`src/rtl/hazard_pkg.sv`:
```
// Shared opcode map and source-usage defaults for the register hazard scoreboard.
package hazard_pkg;

    localparam int OP_ADD = 0;
    localparam int OP_SUB = 1;
    localparam int OP_AND = 2;
    localparam int OP_OR  = 3;
    localparam int OP_LW  = 8;
    localparam int OP_SW  = 9;
    localparam int OP_BR  = 10;

    localparam int          STORE_OP_DEF  = OP_SW;
    localparam logic [15:0] USE1_MASK_DEF = 16'h03FF;
    localparam logic [15:0] USE2_MASK_DEF = 16'h040F;

    // Opcodes beyond the 16-entry usage masks read no sources.
    function automatic logic op_uses_src(input logic [15:0] mask, input logic [31:0] op);
        logic used_s;
        if (op < 32'd16) begin
            used_s = mask[op[3:0]];
        end else begin
            used_s = 1'b0;
        end
        return used_s;
    endfunction

endpackage

```
`src/rtl/hazard_sb_entry.sv`:
```
// One pending-latency counter: flush clear, producer load, and per-cycle countdown.
module hazard_sb_entry
    import hazard_pkg::*;
#(
    parameter int LW = 2
) (
    input  logic          clk,
    input  logic          rst_n,
    input  logic          clear,
    input  logic          load_en,
    input  logic [LW-1:0] load_val,
    output logic [LW-1:0] count,
    output logic          busy
);

    logic [LW-1:0] cnt_r;
    logic [LW-1:0] cnt_nxt_s;
    logic          busy_r;

    // Next count: flush beats a load, and a load beats the countdown.
    always_comb begin
        cnt_nxt_s = cnt_r;
        if (clear) begin
            cnt_nxt_s = {LW{1'b0}};
        end else if (load_en) begin
            cnt_nxt_s = load_val;
        end else if (cnt_r != {LW{1'b0}}) begin
            cnt_nxt_s = cnt_r - LW'(1'b1);
        end else begin
            cnt_nxt_s = cnt_r;
        end
    end

    // Counter and its busy flag, both registered.
    always_ff @(posedge clk or negedge rst_n) begin
        if (!rst_n) begin
            cnt_r  <= {LW{1'b0}};
            busy_r <= 1'b0;
        end else begin
            cnt_r  <= cnt_nxt_s;
            busy_r <= (cnt_nxt_s != {LW{1'b0}});
        end
    end

    assign count = cnt_r;
    assign busy  = busy_r;

endmodule

```
`src/rtl/hazard_scoreboard.sv`:
```
// Decode-stage RAW/WAW hazard scoreboard with per-register pending latency and stall statistics.
module hazard_scoreboard
    import hazard_pkg::*;
#(
    parameter int          NREG      = 16,
    parameter int          OPW       = 4,
    parameter int          LW        = 2,
    parameter int          CW        = 16,
    parameter logic [15:0] USE1_MASK = USE1_MASK_DEF,
    parameter logic [15:0] USE2_MASK = USE2_MASK_DEF,
    parameter int          STORE_OP  = STORE_OP_DEF,
    localparam int         AW        = (NREG > 1) ? $clog2(NREG) : 1
) (
    input  logic            clk,
    input  logic            rst_n,
    input  logic            issue_valid,
    input  logic [OPW-1:0]  issue_op,
    input  logic [AW-1:0]   issue_raddr1,
    input  logic [AW-1:0]   issue_raddr2,
    input  logic [AW-1:0]   issue_waddr,
    input  logic            issue_wen,
    input  logic [LW-1:0]   issue_lat,
    input  logic            flush,
    output logic            stall,
    output logic [NREG-1:0] busy_mask,
    output logic [CW-1:0]   stall_count
);

    localparam logic [CW-1:0] SCNT_MAX = {CW{1'b1}};

    logic [LW-1:0]   cnt_s [NREG];
    logic [NREG-1:0] busy_s;
    logic [31:0]     op_ext_s;
    logic            is_store_s;
    logic            use1_s;
    logic            use2_s;
    logic            hz1_s;
    logic            hz2_s;
    logic            stall_s;
    logic            accept_s;
    logic            wr_en_s;
    logic [CW-1:0]   stall_cnt_r;

    // Source hazard detection; store data may take a one-cycle mem-to-mem forward.
    always_comb begin
        op_ext_s   = 32'(issue_op);
        is_store_s = (op_ext_s == 32'(STORE_OP));
        use1_s     = op_uses_src(USE1_MASK, op_ext_s);
        use2_s     = op_uses_src(USE2_MASK, op_ext_s) || is_store_s;
        hz1_s      = use1_s && (cnt_s[issue_raddr1] != {LW{1'b0}});
        if (is_store_s) begin
            hz2_s = use2_s && (cnt_s[issue_raddr2] > LW'(1'b1));
        end else begin
            hz2_s = use2_s && (cnt_s[issue_raddr2] != {LW{1'b0}});
        end
        stall_s  = issue_valid && !flush && (hz1_s || hz2_s);
        accept_s = issue_valid && !flush && !stall_s;
        wr_en_s  = accept_s && issue_wen && (issue_waddr != {AW{1'b0}});
    end

    assign cnt_s[0]  = {LW{1'b0}};
    assign busy_s[0] = 1'b0;

    // A zero-latency load clears the entry, so the newest producer always wins.
    for (genvar r = 1; r < NREG; r++) begin : g_entry
        hazard_sb_entry #(
            .LW (LW)
        ) u_entry (
            .clk      (clk),
            .rst_n    (rst_n),
            .clear    (flush),
            .load_en  (wr_en_s && (issue_waddr == AW'(r))),
            .load_val (issue_lat),
            .count    (cnt_s[r]),
            .busy     (busy_s[r])
        );
    end

    // Saturating stall-cycle counter.
    always_ff @(posedge clk or negedge rst_n) begin
        if (!rst_n) begin
            stall_cnt_r <= {CW{1'b0}};
        end else if (stall_s && (stall_cnt_r != SCNT_MAX)) begin
            stall_cnt_r <= stall_cnt_r + CW'(1'b1);
        end else begin
            stall_cnt_r <= stall_cnt_r;
        end
    end

    assign stall       = stall_s;
    assign busy_mask   = busy_s;
    assign stall_count = stall_cnt_r;

endmodule

```
`config.mk`:
```
export PLATFORM = sky130hd
export DESIGN_NAME = hazard_scoreboard
export DESIGN_NICKNAME = d
export VERILOG_FILES = /design/src/rtl/hazard_pkg.sv /design/src/rtl/hazard_sb_entry.sv /design/src/rtl/hazard_scoreboard.sv
export SDC_FILE = /design/constraint.sdc
export NUM_CORES = 1
export LEC_CHECK = 0
export BUFFER_PORTS_ARGS = -buffer_cell sky130_fd_sc_hd__buf_2
export CAP_MARGIN = 20
export CORE_ASPECT_RATIO = 0.7
export CORE_MARGIN = 2
export CORE_UTILIZATION = 44
export CTS_BUF_LIST = sky130_fd_sc_hd__clkbuf_16
export CTS_CLUSTER_DIAMETER = 60
export CTS_CLUSTER_SIZE = 25
export DETAILED_ROUTE_END_ITERATION = 8
export HOLD_SLACK_MARGIN = 0.12
export SYNTH_ARGS = -nofsm -noshare
export SYNTH_HDL_FRONTEND = slang
export SYNTH_HIERARCHICAL = 1
export SYNTH_SLANG_ARGS = --single-unit
```
`constraint.sdc`:
```
create_clock -name clk -period 3.76 [get_ports clk]
set_input_delay 0.564 -clock clk [delete_from_list [all_inputs] [get_ports clk]]
set_output_delay 0.564 -clock clk [all_outputs]
set_load 0.1 [all_outputs]
```
# --- Word level (Yosys, flattened, before mapping) ---
# Memories as Yosys holds them, arrays and structs flattened.
# Cells that the tools add are included.
totals:
  word_cells: 187
  output_inout_bits: 33
  mem_count: 2
  in_bits: 23
  mem_bits_ro: 32
  regBits: 61
mem_list:
  columns: ["memory", "words", "width", "read_ports", "rd_clocked_by_memory_dff", "wr", "line_no", "text"]
  rows:
  - ["(name not given)", 16, 1, 1, 0, 0, "hazard_pkg.sv:20", "used_s = mask[op[3:0]];"]
  - ["(name not given)", 16, 1, 1, 0, 0, "hazard_pkg.sv:20", null]
op_classes:
  muxes: 54
  eq_ne: 17
  addsub: 16
  n_lt_le_gt_ge: 4
  n_reduce_logical: 61
  bitwise_logic: 2
op_table:
  columns: ["op", "count"]
  rows:
  - ["2-to-1 mux 2 bit", 49]
  - ["nonzero test 2 bit", 32]
  - ["== test 4 bit, second input constant", 9]
  - ["subtractor 2 x 1 -> 2 bit, second input constant", 15]
  - ["logical AND 1 bit", 24]
  - ["adder 16 x 1 -> 16 bit, second input constant", 1]
  - ["binary-select mux 2 bit (select 4 bit)", 2]
  - ["== test 4 x 3 -> 1 bit, second input constant", 4]
  - ["inequality test 16 bit, second input constant", 1]
  - ["greater-or-equal comparator 5 bit, second input constant", 2]
  - ["NOT 4 -> 5 bit", 2]
  - ["== test 4 x 2 -> 1 bit, second input constant", 2]
  - ["less-than comparator 4 x 5 -> 1 bit, second input constant", 1]
  - ["== test 4 x 1 -> 1 bit, second input constant", 1]
  - ["nonzero test 4 bit", 1]
  - ["2-to-1 mux 1 bit", 3]
  - ["greater-than comparator 2 x 1 -> 1 bit, second input constant", 1]
  - ["logical NOT 1 bit", 2]
  - ["logical OR 1 bit", 2]

# --- Longest topological paths before layout ---
# Gate-level depths: netlist (run 1).
depth:
  word_depth: 17
  ltp_mapped: 11

# --- Cells and area by module ---
# The synthesis (run 1) kept the hierarchy.
modules_own_cells:
  columns: ["mod", "seq_area_each_um2", "area_per_inst_um2", "cells_per_inst", "instances"]
  rows:
  - ["hazard_sb_entry", 75.1, 123.9, 12, 15]
  - ["hazard_scoreboard", 400.4, 1490.2, 170, 1]

# --- Least setup slack after synthesis (run 1) ---
# OpenSTA, ideal clock, no wires.
synth_path:
  path_kind: "input to output"
  from: "input port issue_raddr1[2]"
  to: "output port stall"
  path_buffers: 2
  required_time_ps: 3196
  cell_stages: 8
  t_arrival_ps: 3190
  setup_slack_ps: 6
  path_cell_list: "buf_2 -> nor3_1 -> a2111oi_0 -> a21oi_1 -> a22oi_1 -> a31oi_4 -> buf_2 -> nor2b_1"
synth_via:
  elab_chain_cells: 8
synth_rtl:
  columns: ["item", "line_no", "text"]
  rows:
  - ["from (decl)", "hazard_scoreboard.sv:18", "input logic [AW-1:0] issue_raddr1,"]
  - ["NOT 4 -> 5 bit (implied by the code)", "hazard_scoreboard.sv:50", "hz1_s = use1_s && (cnt_s[issue_raddr1] != {LW{1'b0}});"]
  - ["binary-select mux 2 bit (select 4 bit)", "hazard_scoreboard.sv:50", null]
  - ["2-to-1 mux 2 bit (implied by the code) (2 in series)", "hazard_scoreboard.sv:50", null]
  - ["nonzero test 2 bit", "hazard_scoreboard.sv:50", null]
  - ["logical AND 1 bit", "hazard_scoreboard.sv:50", null]
  - ["logical OR 1 bit", "hazard_scoreboard.sv:56", "stall_s = issue_valid && !flush && (hz1_s || hz2_s);"]
  - ["logical AND 1 bit", "hazard_scoreboard.sv:56", null]
  - ["to (decl)", "hazard_scoreboard.sv:24", "output logic stall,"]
# No other way between the ends. The select of a mux whose other input is x is not followed.

# --- Worst setup path after layout (run 1) ---
layout_path:
  from: "input port issue_raddr2[0]"
  to: "output port stall"
layout_via:
  elab_chain_cells: 9
layout_rtl:
  columns: ["item", "line_no", "text"]
  rows:
  - ["from (decl)", "hazard_scoreboard.sv:19", "input logic [AW-1:0] issue_raddr2,"]
  - ["NOT 4 -> 5 bit (implied by the code) (*)", "hazard_scoreboard.sv:52, hazard_scoreboard.sv:54", null]
  - ["binary-select mux 2 bit (select 4 bit) (*)", "hazard_scoreboard.sv:52, hazard_scoreboard.sv:54", null]
  - ["2-to-1 mux 2 bit (implied by the code) (*) (2 in series)", "hazard_scoreboard.sv:52, hazard_scoreboard.sv:54", null]
  - ["greater-than comparator 2 x 1 -> 1 bit / nonzero test 2 bit (equally long branches)", "hazard_scoreboard.sv:52, hazard_scoreboard.sv:54", null]
  - ["logical AND 1 bit, on equally long branches", "hazard_scoreboard.sv:52, hazard_scoreboard.sv:54", null]
  - ["2-to-1 mux 1 bit (*)", "hazard_scoreboard.sv:51", "if (is_store_s) begin"]
  - ["logical OR 1 bit (*)", "hazard_scoreboard.sv:56", null]
  - ["logical AND 1 bit (*)", "hazard_scoreboard.sv:56", null]
# Every way passes the cells marked *; elsewhere a longest branch is shown, timed or not. The select of a mux whose other input is x is not followed.

==> out/metrics.cfg, run 1 <==
[finish]
multiInputGateArea_mm2=0.001743
design_area_mm2=0.004141
diodes=0
fill_cells=658
layout.nets=444
syn2layout_area_growth_pct=23.69
regArea_mm2=0.001526
drive_gt1_share_pct=22.82

[worst_setup_path]
path_common_cell=buf_2
critPathLaunch=issue_raddr2[0]
timing.rr.start=g_entry[6].u_entry/count[0]$_DFF_PN0_
arrival_ps=2630
crit_path_end_kind=output port
crit_path_max_fanout=16
endpoint=stall
cp_cell_sequence=buf_2 > mux4_2 > nor2_1 > nor3_1 > o311a_1 > a31oi_4 > buf_4 > nor2b_1 > buf_2
rr_worst_depth=9
worstSetupPathType=in2out
slowest_delay_ps=520
r2r_slack_ps=890
start_kind=primary input
r2r-end=g_entry[1].u_entry/busy$_DFF_PN0_
cp_slowest_cell=mux4_2
cp_data_required_time_ps=3200

[timing]
rsz0062_at_grt=false
fin_crit_sh_pct=84.84
finalSetupTns_ps=0
fin_crit_ps=3190
setup_violations=0
worstMarginPinSlew_ps=608.7
slew_viol_final=0
finalHoldViolCount=0
fin_worst_skew_ps=5.603
max_freq_mhz=313.5
slew_headroom_pct=59.42

[flow_run]
max_cap_violations=0

[clock_tree]
path_clk_slew_ps=50
cts_tree=built
root_buffer=clkbuf_16
clock_sinks=61
htree_levels=3
cts_buffers=9
clk_latency_ps=320
cts_buffer_depth=2

[worst_hold_path]
min_path_type=reg2reg

[placement]
port_buffers=54
hpwlAfterDp_um=6008
globalplace.congestion=0.7962
dpl_cell_area_mm2=0.003771

[detailed_routing]
wire_per_inst_um=16.29
vias=2887
viasPerCell=5.520
drtAntennaViolNets=0
routed_wl_um=8521
first_pass_iters=5
drtIter0Drc=172
route.detailed.drc=0

[yosys]
syn_inst=350
synth.avg_cell_area_um2=9.566
seq_area_frac_synth_pct=45.59
ys_ff_latch=61
synth.distinct_cells=43
syn-cell-area_mm2=0.003348
yosys_warnings=6
synth_nets=374

[floorplanning]
fp-row-count=26
die_height_um=76.99
dieArea_mm2=0.008335
core_area_mm2=0.007352
dieWidth_um=108.3
start_util_pct=45.54
io_pins=56

[pwr]
leakagePower_nw=1.832
max-vdd-ir-drop_mv=0.2548
powerDensity_mw_per_mm2=480.6

[global_route]
grtUsageTotal_pct=21.99
antenna_found_initial=0
grt_pass1_wl_um=14010
overflow=0
grt_max_degree=46
grt_pass1_vias=2621

[outcome]
status=completed

metal layers:
| layer | share of wire (%) | vias up | routed length (um) | track usage, % |
|---|---|---|---|---|
| li1 | - | 1429 | - | - |
| met1 | 50 | 1359 | 4274 | 35.10 |
| met2 | 42 | 91 | 3601 | 28.43 |
| met3 | 6.1 | 8 | 522 | 5.612 |
| met4 | 1.4 | 0 | 122 | 7.179 |
| met5 | 0 | - | 0 | 0 |
cells in the mapped netlist:
| library cell | number | share of area [%] |
|---|---|---|
| dfrtp_1 | 61 | 46 |
| nor2_1 | 44 | 4.9 |
| nand2_1 | 43 | 4.8 |
| a21oi_1 | 35 | 5.2 |
| nor3_1 | 23 | 3.4 |
| a211oi_1 | 19 | 4.3 |
| nand3b_1 | 16 | 3.6 |
| or3b_1 | 15 | 3.9 |
| xor2_1 | 14 | 3.7 |
| nor4_1 | 11 | 2.1 |
| mux4_2 | 6 | 4.0 |
| nand2b_1 | 5 | 0.93 |
| nand3_1 | 5 | 0.75 |
| o21ai_0 | 4 | 0.60 |
| and3_1 | 3 | 0.56 |
| buf_2 | 3 | 0.45 |
| buf_6 | 3 | 1.0 |
| clkbuf_1 | 3 | 0.34 |
| inv_1 | 3 | 0.34 |
| mux2_2 | 3 | 1.0 |
| nand4_1 | 3 | 0.56 |
| nor2b_1 | 3 | 0.56 |
| a2111oi_0 | 2 | 0.52 |
| mux2i_1 | 2 | 0.60 |
| nor3b_1 | 2 | 0.45 |
| o211ai_1 | 2 | 0.45 |
| a221oi_2 | 1 | 0.45 |
| a22oi_1 | 1 | 0.22 |
| a31oi_1 | 1 | 0.19 |
| a31oi_4 | 1 | 0.64 |
| and4_1 | 1 | 0.26 |
| buf_4 | 1 | 0.22 |
| conb_1 | 1 | 0.11 |
| ha_1 | 1 | 0.37 |
| mux2_4 | 1 | 0.45 |
| nand4_4 | 1 | 0.64 |
| nor4_2 | 1 | 0.37 |
| o21a_1 | 1 | 0.22 |
| o311a_1 | 1 | 0.30 |
| o31ai_1 | 1 | 0.22 |
| or3_1 | 1 | 0.19 |
| or4_1 | 1 | 0.22 |
| xnor2_1 | 1 | 0.26 |
worst max-delay path, delay by kind of cell:
family	cells	cell delay [ps]
and+or+nand+nor	3	220
muxes	1	520
buffers and inverters	3	750
AOI/OAI and AO/OA	2	570
layout by cell type (no fill, tap or decap), types with 4 or more instances in the layout:
master,instances
a211oi_1,19
a21oi_1,35
buf_2,54
nand3_1,5
nor3_1,23
xor2_1,14
clkbuf_16,9
nor4_1,11
mux4_2,6
nand3b_1,16
nand2b_1,5
dfrtp_1,61
or3b_1,15
o21ai_0,4
nand2_1,43
nor2_1,44
inv_1,4
buf_4,13
metrics by stage:
step,hold slack [ps],setup slack [ps],total power (W),util [%],cells
floorplan,268.4,6.172,0.0009699,-,350
global placement,475.5,532.8,0.001062,51.29,505
detailed placement,471.0,504.3,0.001065,51.29,505
CTS,424.8,558.3,0.002008,55.92,521
global route,506.3,433.6,0.002065,56.33,523
finish,481.1,570.1,0.001990,56.33,523
flip-flops by register name, summed over array words and instances (netlist names):
signal and cells:
g_entry.u_entry/busy 15, g_entry.u_entry/count 30, stall_count 16
final cells by class:
| cell class | instances | area share (%) |
|---|---|---|
| multi-input cells | 276 | 42.08 |
| well taps | 98 | 2.961 |
| inverters | 3 | 0.2719 |
| clock buffers | 9 | 5.438 |
| repair buffers | 69 | 9.607 |
| clock inverters | 7 | 2.779 |
| flip-flops and latches | 61 | 36.86 |
worst min-delay path by stage:
stage / start / endpoint / cells past startpoint
finish: stall_count[7]$_DFFE_PN0P_ / stall_count[7]$_DFFE_PN0P_ / 1
global route: stall_count[7]$_DFFE_PN0P_ / stall_count[7]$_DFFE_PN0P_ / 1
CTS: rst_n / g_entry[5].u_entry/busy$_DFF_PN0_ / 1
detailed placement: stall_count[7]$_DFFE_PN0P_ / stall_count[7]$_DFFE_PN0P_ / 1
global placement: stall_count[7]$_DFFE_PN0P_ / stall_count[7]$_DFFE_PN0P_ / 1
floorplan: rst_n / g_entry[10].u_entry/busy$_DFF_PN0_ / 0
cells by family after synthesis:
family                   synth area share (%)
AO/OA/AOI/OAI                           13.30
XOR/XNOR                                3.924
adder cells (fa/ha/maj)                0.3736
buffers and inverters                   2.354
flip-flops                              45.59
multiplexers                            6.091
other                                  0.1120
AND/OR/NAND/NOR                         28.25
power breakdown:
part	total (W)	switching, W	internal (W)	leakage [nW]
clock	0.000934	0.000290	0.000644	0.167
sequential	0.000707	0.0000269	0.000680	0.846
combinational	0.000349	0.000278	0.0000711	0.819
repair_timing:
| item | 4_1_cts | 5_1_grt |
|---|---|---|
| hold buffers | 0 | 1 |
| hold endpoints to repair | 0 | 5 |
| setup buffers | 0 | 0 |
| resized for setup | 0 | 0 |
Power figures use the tool's default switching activity.
==> run 2, diff against run 1 <==
Settings changed: PLACE_DENSITY set to 0.67.
Clock period 3.76 ns to 2.7 ns, I/O delays scaled along.
==> run 2 against run 1 <==
Net effect: the run now ends with setup timing left; flip-flop and latch count stayed put; worst setup slack worse by 600 ps; register-to-register slack lost 920 ps; critical path depth down 1; final cell count increased by 3.4%; clock skew rose by 1.5 ps; sequential power grew 40%; utilization rose by 3.3 points; clock power is 3.7% higher; die area is the same; via count increased by 4.8%; critical endpoint unchanged.
==> out/metrics.cfg, run 2 (synthesized netlist as in run 1, its figures left out) <==
[clock_tree]
htree_levels=3
cts_tree=built
cts_buffers=9
root_buffer=clkbuf_16
clock_sinks=61
path_clk_slew_ps=50
cts_buffer_depth=2
clk_latency_ps=320

[detailed_routing]
routed_wl_um=8732
drtIter0Drc=229
viasPerCell=5.593
drtAntennaViolNets=0
route.detailed.drc=0
wire_per_inst_um=16.14
first_pass_iters=4
vias=3026

[placement]
hpwlAfterDp_um=5859
globalplace.congestion=0.8387
dp.cells=514
preCtsSetupSlack_ps=-292.5
port_buffers=54
dpl_cell_area_mm2=0.003885

[worst_setup_path]
r2r_slack_ps=-30
timing.rr.start=g_entry[2].u_entry/count[0]$_DFF_PN0_
r2r-end=g_entry[1].u_entry/busy$_DFF_PN0_
arrival_ps=2320
worstSetupPathType=reg2out
crit_path_end_kind=output port
crit_path_max_fanout=7
slowest_delay_ps=490
cp_cell_sequence=mux4_2 > nor2_2 > nor3_1 > o311a_1 > a31oi_4 > buf_8 > nor2b_4 > buf_12
cp_slowest_cell=mux4_2
cp_data_required_time_ps=2300
start_kind=flop
rr_worst_depth=11

[worst_hold_path]
min_path_type=reg2reg
min_to=stall_count[0]$_DFFE_PN0P_
hold_path_depth=1
hold_start=stall_count[0]$_DFFE_PN0P_

[floorplanning]
fp-row-count=26
start_util_pct=45.54
die_height_um=76.99
io_pins=56
dieWidth_um=108.3
core_area_mm2=0.007352
dieArea_mm2=0.008335

[timing]
slew_headroom_pct=58.76
finalSetupTns_ps=-122.7
fin_ws_ps=-28.40
max_freq_mhz=366.5
setup_violations=5
fin_crit_ps=2728
finalHoldViolCount=0
rsz0062_at_grt=true
slew_viol_final=0
worstMarginPinSlew_ps=618.6
fin_crit_sh_pct=101.1
fin_worst_skew_ps=7.058

[global_route]
met1_usage_pct=32.93
overflow=0
grt_max_degree=62
met2_usage_pct=31.07
grt.met3_usage_pct=5.952
grtUsageTotal_pct=22.03
grt_pass1_wl_um=14230
grt_pass1_vias=2792
antenna_found_initial=0
grt_busiest_layer=met1

[outcome]
violations=setup timing
status=finished with violations

[finish]
final_cell_mix=dfrtp_1, buf_2, nand2_1, nor2_1, a21oi_1
syn2layout_area_growth_pct=30.94
drive_gt1_share_pct=30.25
final_common_cell=dfrtp_1
design_area_mm2=0.004384
layout.nets=463
fin_cells=541
diodes=0
largest_register_ffs=30

[flow_run]
max_cap_violations=0

[pwr]
max-vdd-ir-drop_mv=0.4101
power_w=0.002484
powerDensity_mw_per_mm2=566.6
leakagePower_nw=1.935

-- run 2: power by group --
part           switching (W)  internal, W  total, W
clock               0.000373     0.000596  0.000969
combinational       0.000406     0.000119  0.000525
sequential         0.0000392     0.000951  0.000990
total               0.000818      0.00167   0.00248
-- run 2: cell type report --
type	instances	area (um2)
Inverter	3	11.26
Fill cell	650	2968
Multi-Input combinational cell	276	1893
Timing Repair Buffer	88	579.3
Clock inverter	6	23.77
Clock buffer	9	225.2
Sequential cell	61	1529
Tap cell	98	122.6
-- run 2: critical path, delay by kind of cell, from the launching register on --
kind	cells	cell delay, ps
buf+inv	2	320
simple gates	3	190
mux	1	490
compound gates	2	590
flops	1	410
-- run 2: what timing repair did --
action | in CTS | in global routing
hold buffers | 1 | 0
setup endpoints to repair | 18 | 47
pin swaps | 2 | 1
hold endpoints to repair | 61 | 0
buffers inserted | 5 | 6
resized for setup | 13 | 15
-- run 2: routing by layer --
| metal | wire [um] | part of all wire (%) | vias to the layer above |
|---|---|---|---|
| met5 | 0 | 0 | - |
| met3 | 436 | 5.0 | 9 |
| met2 | 3843 | 44 | 75 |
| li1 | - | - | 1457 |
| met4 | 116 | 1.3 | 0 |
| met1 | 4335 | 50 | 1485 |
-- run 2: worst max path at each step --
stage | startpoint | end | slack, ps
finish | g_entry[2].u_entry/count[0]$_DFF_PN0_ | stall | -30
global route | g_entry[2].u_entry/count[0]$_DFF_PN0_ | g_entry[1].u_entry/busy$_DFF_PN0_ | -170
CTS | g_entry[7].u_entry/count[0]$_DFF_PN0_ | stall | -90
detailed placement | issue_raddr2[0] | g_entry[4].u_entry/busy$_DFF_PN0_ | -290
global placement | issue_raddr2[0] | g_entry[4].u_entry/busy$_DFF_PN0_ | -280
floorplan | issue_raddr2[2] | g_entry[13].u_entry/busy$_DFF_PN0_ | -80
-- run 2: metrics by stage --
stage | hold WS [ps] | utilization (%)
2_1_floorplan | 109.4 | -
3_3_place_gp | 439.9 | 52.84
3_5_place_dp | 438.9 | 52.84
4_1_cts | 495.4 | 58.05
5_1_grt | 513.3 | 59.63
6_report | 493.3 | 59.63
